[src/rtl/control_pipeline_pkg.sv]
// -----------------------------------------------------------------------------
// control_pipeline_pkg
//   Shared definitions for the pipeline sequencer and the hazard logic:
//   FSM state encoding, default drain length and NOP-related constants.
// -----------------------------------------------------------------------------
package control_pipeline_pkg;

    typedef enum logic [2:0] {
        ST_IDLE      = 3'd0,
        ST_RUN       = 3'd1,
        ST_STEP_WAIT = 3'd2,
        ST_STEP_EXEC = 3'd3,
        ST_DRAIN     = 3'd4,
        ST_HALTED    = 3'd5
    } estado_t;

    // Cycles a HALT needs after reaching ID until it retires from WB.
    localparam int CANT_CICLOS_DRENAJE_DEF = 4;
    localparam int CANT_BITS_DRENAJE_DEF   = 3;

    // NOP encoding loaded into IF/ID on flush (sll $0,$0,0).
    localparam logic [31:0] INSTR_NOP = 32'h0000_0000;
    // Level of o_bit_burbuja that requests a load-use stall.
    localparam logic BIT_BURBUJA_ACTIVO = 1'b1;

    // States in which the pipeline takes a normal (hazard-aware) step.
    function automatic logic es_avance(input estado_t e);
        return (e == ST_RUN) || (e == ST_STEP_EXEC);
    endfunction

endpackage

[src/rtl/control_pipeline_contador_saturado.sv]
// -----------------------------------------------------------------------------
// contador_saturado
//   Up-counter that sticks at all-ones instead of wrapping.
//   i_clock     : rising-edge clock
//   i_reset     : asynchronous active-low reset (count -> 0)
//   i_limpiar   : synchronous clear, wins over i_habilitar
//   i_habilitar : count one when set
//   o_cuenta    : current count
// -----------------------------------------------------------------------------
module contador_saturado #(
    parameter int ANCHO = 32
) (
    input  logic             i_clock,
    input  logic             i_reset,
    input  logic             i_limpiar,
    input  logic             i_habilitar,
    output logic [ANCHO-1:0] o_cuenta
);

    always_ff @(posedge i_clock or negedge i_reset) begin
        if (!i_reset) begin
            o_cuenta <= '0;
        end else if (i_limpiar) begin
            o_cuenta <= '0;
        end else if (i_habilitar && (o_cuenta != '1)) begin
            o_cuenta <= o_cuenta + 1'b1;
        end
    end

endmodule

[src/rtl/control_pipeline.sv]
// -----------------------------------------------------------------------------
// control_pipeline
//   Sequences the 5-stage MIPS pipeline: per-stage write enables, IF/ID flush,
//   ID/EX bubble, continuous / step execution, HALT drain and statistics.
//   Inputs : i_clock, i_reset (async, active low), i_start, i_modo_ejecucion
//            (0 continuous, 1 step), i_paso (step level), i_bit_burbuja,
//            i_branch_taken_id, i_halt_id
//   Outputs: o_enable_{pc,if_id,id_ex,ex_mem,mem_wb}, o_flush_if_id,
//            o_burbuja_id_ex, o_halt, o_contador_ciclos, o_contador_burbujas
//   Handshake: none; i_start is a single-cycle pulse honoured only in IDLE
//   and HALTED, outputs are a same-cycle decode of state and inputs.
// -----------------------------------------------------------------------------
import control_pipeline_pkg::*;

module control_pipeline #(
    parameter int CANT_BITS_CONTADOR  = 32,
    parameter int CANT_CICLOS_DRENAJE = CANT_CICLOS_DRENAJE_DEF,
    parameter int CANT_BITS_DRENAJE   = CANT_BITS_DRENAJE_DEF
) (
    input  logic                          i_clock,
    input  logic                          i_reset,
    input  logic                          i_start,
    input  logic                          i_modo_ejecucion,
    input  logic                          i_paso,
    input  logic                          i_bit_burbuja,
    input  logic                          i_branch_taken_id,
    input  logic                          i_halt_id,
    output logic                          o_enable_pc,
    output logic                          o_enable_if_id,
    output logic                          o_enable_id_ex,
    output logic                          o_enable_ex_mem,
    output logic                          o_enable_mem_wb,
    output logic                          o_flush_if_id,
    output logic                          o_burbuja_id_ex,
    output logic                          o_halt,
    output logic [CANT_BITS_CONTADOR-1:0] o_contador_ciclos,
    output logic [CANT_BITS_CONTADOR-1:0] o_contador_burbujas
);

    estado_t                estado;
    estado_t                estado_sig;
    logic [CANT_BITS_DRENAJE-1:0] cuenta_drenaje;
    logic                   paso_prev;
    logic                   flanco_paso;
    logic                   burbuja;
    logic                   limpiar_contadores;
    logic                   inc_ciclos;
    logic                   inc_burbujas;

    assign burbuja     = (i_bit_burbuja == BIT_BURBUJA_ACTIVO);
    // One step per low-to-high transition; a held level yields a single step.
    assign flanco_paso = i_paso && !paso_prev;

    // ---------------------------------------------------------------- state
    always_ff @(posedge i_clock or negedge i_reset) begin
        if (!i_reset) begin
            estado <= ST_IDLE;
        end else begin
            estado <= estado_sig;
        end
    end

    always_ff @(posedge i_clock or negedge i_reset) begin
        if (!i_reset) begin
            paso_prev <= 1'b0;
        end else begin
            paso_prev <= i_paso;
        end
    end

    // Loaded with N-1 on entry so DRAIN lasts exactly N cycles (N-1 .. 0).
    always_ff @(posedge i_clock or negedge i_reset) begin
        if (!i_reset) begin
            cuenta_drenaje <= '0;
        end else if (estado != ST_DRAIN && estado_sig == ST_DRAIN) begin
            cuenta_drenaje <= CANT_BITS_DRENAJE'(CANT_CICLOS_DRENAJE - 1);
        end else if (estado == ST_DRAIN && cuenta_drenaje != '0) begin
            cuenta_drenaje <= cuenta_drenaje - 1'b1;
        end
    end

    // ----------------------------------------------------------- next state
    always_comb begin
        estado_sig = estado;
        case (estado)
            ST_IDLE: begin
                if (i_start) begin
                    estado_sig = i_modo_ejecucion ? ST_STEP_WAIT : ST_RUN;
                end
            end
            ST_RUN: begin
                // A stalled cycle holds the ID instruction, so halt waits.
                if (!burbuja && i_halt_id) begin
                    estado_sig = ST_DRAIN;
                end
            end
            ST_STEP_WAIT: begin
                if (flanco_paso) begin
                    estado_sig = ST_STEP_EXEC;
                end
            end
            ST_STEP_EXEC: begin
                estado_sig = (!burbuja && i_halt_id) ? ST_DRAIN : ST_STEP_WAIT;
            end
            ST_DRAIN: begin
                if (cuenta_drenaje == '0) begin
                    estado_sig = ST_HALTED;
                end
            end
            ST_HALTED: begin
                if (i_start) begin
                    estado_sig = ST_IDLE;
                end
            end
            default: estado_sig = ST_IDLE;
        endcase
    end

    // -------------------------------------------------------------- outputs
    always_comb begin
        o_enable_pc        = 1'b0;
        o_enable_if_id     = 1'b0;
        o_enable_id_ex     = 1'b0;
        o_enable_ex_mem    = 1'b0;
        o_enable_mem_wb    = 1'b0;
        o_flush_if_id      = 1'b0;
        o_burbuja_id_ex    = 1'b0;
        o_halt             = 1'b0;
        limpiar_contadores = 1'b0;
        inc_ciclos         = 1'b0;
        inc_burbujas       = 1'b0;

        if (es_avance(estado)) begin
            o_enable_id_ex  = 1'b1;
            o_enable_ex_mem = 1'b1;
            o_enable_mem_wb = 1'b1;
            inc_ciclos      = 1'b1;
            if (burbuja) begin
                o_burbuja_id_ex = 1'b1;
                inc_burbujas    = 1'b1;
            end else if (!i_halt_id) begin
                // Halt freezes fetch; otherwise fetch advances and a taken
                // branch discards the wrong-path instruction in IF/ID.
                o_enable_pc    = 1'b1;
                o_enable_if_id = 1'b1;
                o_flush_if_id  = i_branch_taken_id;
            end
        end else if (estado == ST_DRAIN) begin
            // Feed NOPs behind the HALT while the back end empties.
            o_enable_id_ex  = 1'b1;
            o_burbuja_id_ex = 1'b1;
            o_enable_ex_mem = 1'b1;
            o_enable_mem_wb = 1'b1;
            inc_ciclos      = 1'b1;
        end else if (estado == ST_HALTED) begin
            o_halt             = 1'b1;
            limpiar_contadores = i_start;
        end else if (estado == ST_IDLE) begin
            limpiar_contadores = i_start;
        end
    end

    contador_saturado #(
        .ANCHO(CANT_BITS_CONTADOR)
    ) u_contador_ciclos (
        .i_clock    (i_clock),
        .i_reset    (i_reset),
        .i_limpiar  (limpiar_contadores),
        .i_habilitar(inc_ciclos),
        .o_cuenta   (o_contador_ciclos)
    );

    contador_saturado #(
        .ANCHO(CANT_BITS_CONTADOR)
    ) u_contador_burbujas (
        .i_clock    (i_clock),
        .i_reset    (i_reset),
        .i_limpiar  (limpiar_contadores),
        .i_habilitar(inc_burbujas),
        .o_cuenta   (o_contador_burbujas)
    );

endmodule

[config.mk]
export PLATFORM = sky130hd
export DESIGN_NAME = control_pipeline
export DESIGN_NICKNAME = d
export VERILOG_FILES = /design/src/rtl/control_pipeline_pkg.sv /design/src/rtl/control_pipeline_contador_saturado.sv /design/src/rtl/control_pipeline.sv
export SDC_FILE = /design/constraint.sdc
export NUM_CORES = 1
export LEC_CHECK = 0
export CAP_MARGIN = 25
export CORE_MARGIN = 3
export CORE_UTILIZATION = 45
export CTS_BUF_LIST = sky130_fd_sc_hd__clkbuf_16
export DETAILED_ROUTE_END_ITERATION = 16
export PLACE_DENSITY_LB_ADDON = 0.05
export SLEW_MARGIN = 20
export SYNTH_ARGS = -nofsm -noshare
export SYNTH_HDL_FRONTEND = slang
export SYNTH_SLANG_ARGS = --single-unit
[constraint.sdc]
create_clock -name i_clock -period 2.05 [get_ports i_clock]
set_clock_uncertainty 0.05 [all_clocks]
set_input_delay 0.41 -clock i_clock [delete_from_list [all_inputs] [get_ports i_clock]]
set_output_delay 0.41 -clock i_clock [all_outputs]
set_load 0.005 [all_outputs]
==> reports/summary.txt <==
Distinct cells, synth -> 49
cell count after synthesis -> 449
pwr dens -> 801 mW/mm^2
synth top area cells -> dfrtp_1, a21oi_1, o31ai_1
#FFs+latches synth -> 71
CTS tree -> yes
Die W -> 101 um
setup slack, reg-to-reg -> -0.15 ns
Initial Utilization -> 0.479
Tightest Pin Transition -> 0.404 ns
number of global-route vias before repair -> 4379
DRC violations left -> 0
failing checks -> negative setup slack
grt ovf -> 0
top-level I/O count -> 80
Total Wirelength -> 13.8 mm
Pwr Total -> 0.00530 W
Syn Area/Cell -> 9.02 um^2
initial antenna violation count -> 0
hpwl dp -> 8.64 mm
cell depth of the worst flop-to-flop path -> 7
dpl cells -> 704
Root Buffer -> clkbuf_16
Yosys warning count -> 0
Vias/cell -> 6.06
setup violators final -> 31
initial DRC count -> 329
Final min period -> 2.20 ns
Register Area -> 0.00178 mm^2
clk buf depth -> 2
Core Area -> 0.00846 mm^2
die height -> 101 um
n_diodes -> 0
Synth area leader -> dfrtp_1
RD Place Congestion -> 0.839
worst-skew pair later-pin latency -> 0.33 ns
nets@finish -> 655
Area Overhead vs Synth -> 63.5%
DR WL/cell -> 18.3 um
top cell type's share of synthesized area -> 0.439
reg2reg end -> u_contador_burbujas.o_cuenta[17]
Final WS setup -> -0.147 ns
required time of the critical path -> 2.26 ns
worst-path cell with the longest stage delay -> or4_4
Syn Nets -> 461
layout cells sized above 1 -> 0.344
via count -> 4561
post-route cell area -> 0.00662 mm^2
first-pass GRT wire length -> 21.6 mm
final period utilization -> 1.07
RSZ-0062 raised after global routing -> yes
ys flop type -> dfrtp_1
row count -> 33
max_slew headroom -> 0.731
ANT nets after route -> 0
largest net degree at the start of global routing -> 72
Worst path max stage delay -> 0.54 ns
CTS sink cnt -> 71
Post-CTS Hold Fix Bufs -> 0
overall die area -> 0.0102 mm^2
DR pass1 iterations -> 5
CTS H-tree lvls -> 3
CP arrival -> 2.41 ns
Filler Cell Count -> 571
Synth Cell Area -> 0.00405 mm^2
VDD IR max -> 0.000754 V
Max Slew Vio Count -> 0
Num CTS Buffers -> 9
EDFF count, synth -> 0
CP max FO -> 4
Synth top cells by count -> dfrtp_1, nand2_1, a21oi_1
sequential share of the synthesized area -> 0.439
Port Buffers -> 79
Finished Layout Cells -> 753
Leak Pwr -> 2.77 nW
CTS clk-pin slew, worst paths -> 0.06 ns
most frequent cell after synthesis -> dfrtp_1
GRT Util Overall -> 0.266
maxcap violations -> 0
Peak Freq -> 455 MHz
Worst R2R Start -> u_contador_burbujas.o_cuenta[0]
ys async rst share -> 1.00
Finished Core Util -> 0.782
crit-path most repeated cell -> buf_4
crit path launch type -> register
status -> finished, violations left
area taken by multi-input logic gates -> 0.00246 mm^2
WS Path Type -> reg -> reg
final hold viol count -> 0
Hold Crit Class -> in -> async
CP cell instances -> nand3_2 > buf_4 > nor4_4 > buf_4 > nand4_1 > or4_4 > a21oi_2
Crit. End Element -> register
DP Area -> 0.00564 mm^2
-- registers in the layout, summed over array words and instances (netlist names) --
name and flops:
cuenta_drenaje 3, estado 3, paso_prev 1, u_contador_burbujas.o_cuenta 32
u_contador_ciclos.o_cuenta 32
-- routing by layer --
| layer | global-route usage | part of all wire | vias up |
|---|---|---|---|
| met5 | 0 | 0 | - |
| met1 | 0.367 | 0.43 | 2227 |
| met4 | 0.0756 | 0.017 | 0 |
| met2 | 0.421 | 0.48 | 200 |
| met3 | 0.0567 | 0.068 | 25 |
| li1 | - | - | 2109 |
-- critical path, delay by kind of cell (launching register included) --
family          cells  cell delay (ns)
compound gates      1             0.15
buf+inv             2             0.35
flops               1             0.39
simple gates        4             1.17
-- where the power goes --
part	total [W]	leakage, nW	switching, W	internal [W]
combinational	0.00201	1.65	0.00101	0.00100
sequential	0.00161	0.971	0.0000973	0.00151
clock	0.00168	0.147	0.000629	0.00106
total	0.00530	2.77	0.00174	0.00356
-- how the worst max path moves through the flow --
stage / startpoint / end / slack (ns) / cells after the start
global route: u_contador_burbujas.o_cuenta[1] / u_contador_burbujas.o_cuenta[17] / -0.22 / 8
detailed placement: i_bit_burbuja / u_contador_burbujas.o_cuenta[25] / -0.32 / 7
CTS: u_contador_burbujas.o_cuenta[1] / u_contador_burbujas.o_cuenta[25] / -0.10 / 5
global placement: i_bit_burbuja / o_flush_if_id / -0.26 / 5
floorplan: u_contador_burbujas.o_cuenta[0] / u_contador_burbujas.o_cuenta[25] / -0.10 / 9
finish: u_contador_burbujas.o_cuenta[0] / u_contador_burbujas.o_cuenta[17] / -0.15 / 7
-- layout make-up --
type                            instances  area share
Clock buffer                            9      0.0340
Clock inverter                          7      0.0132
Inverter                                9     0.00510
Multi-Input combinational cell        341       0.371
Sequential cell                        71       0.269
Tap cell                              105      0.0198
Timing Repair Buffer                  211       0.288
-- cells by family after synthesis --
logic type,count (synthesis),share of synthesized area
AO/OA/AOI/OAI,112,0.170
XOR/XNOR,4,0.00865
adder cells (fa/ha/maj),4,0.0124
buffers and inverters,37,0.0417
flip-flops,71,0.439
multiplexers,8,0.0198
AND/OR/NAND/NOR,213,0.309
-- stage by stage --
stage / setup WS, ns / setup TNS (ns) / hold WS (ns)
finish: -0.147 / -2.21 / 0.0405
global placement: -0.262 / -4.29 / 0.422
global route: -0.223 / -5.84 / 0.0728
CTS: -0.105 / -1.70 / 0.0740
floorplan: -0.104 / -0.981 / 0.0644
detailed placement: -0.318 / -5.38 / 0.424
-- cells in the final DEF (no fill, tap or decap), types with 6 or more instances in the layout --
cell type / instances
a21oi_1: 27
a21oi_2: 11
and2_1: 10
and3_1: 6
and4_1: 8
buf_4: 107
buf_6: 19
clkbuf_16: 9
clkdlybuf4s50_1: 69
dfrtp_1: 69
inv_1: 8
mux2i_1: 8
nand2_1: 39
nand3_1: 21
nand4_1: 22
nor2_1: 8
o211ai_1: 11
o21ai_0: 17
o31ai_1: 18
or3_1: 24
or4_1: 14
or4_4: 10
-- repair_timing --
| action | in CTS | in global routing |
|---|---|---|
| pin swaps | 19 | 27 |
| gates cloned | 5 | 0 |
| endpoints found under the setup margin | 37 | 57 |
| hold endpoints to repair | 0 | 0 |
| resized for setup | 69 | 70 |
| buffers inserted | 17 | 13 |
(Power assumes the default switching activity.)
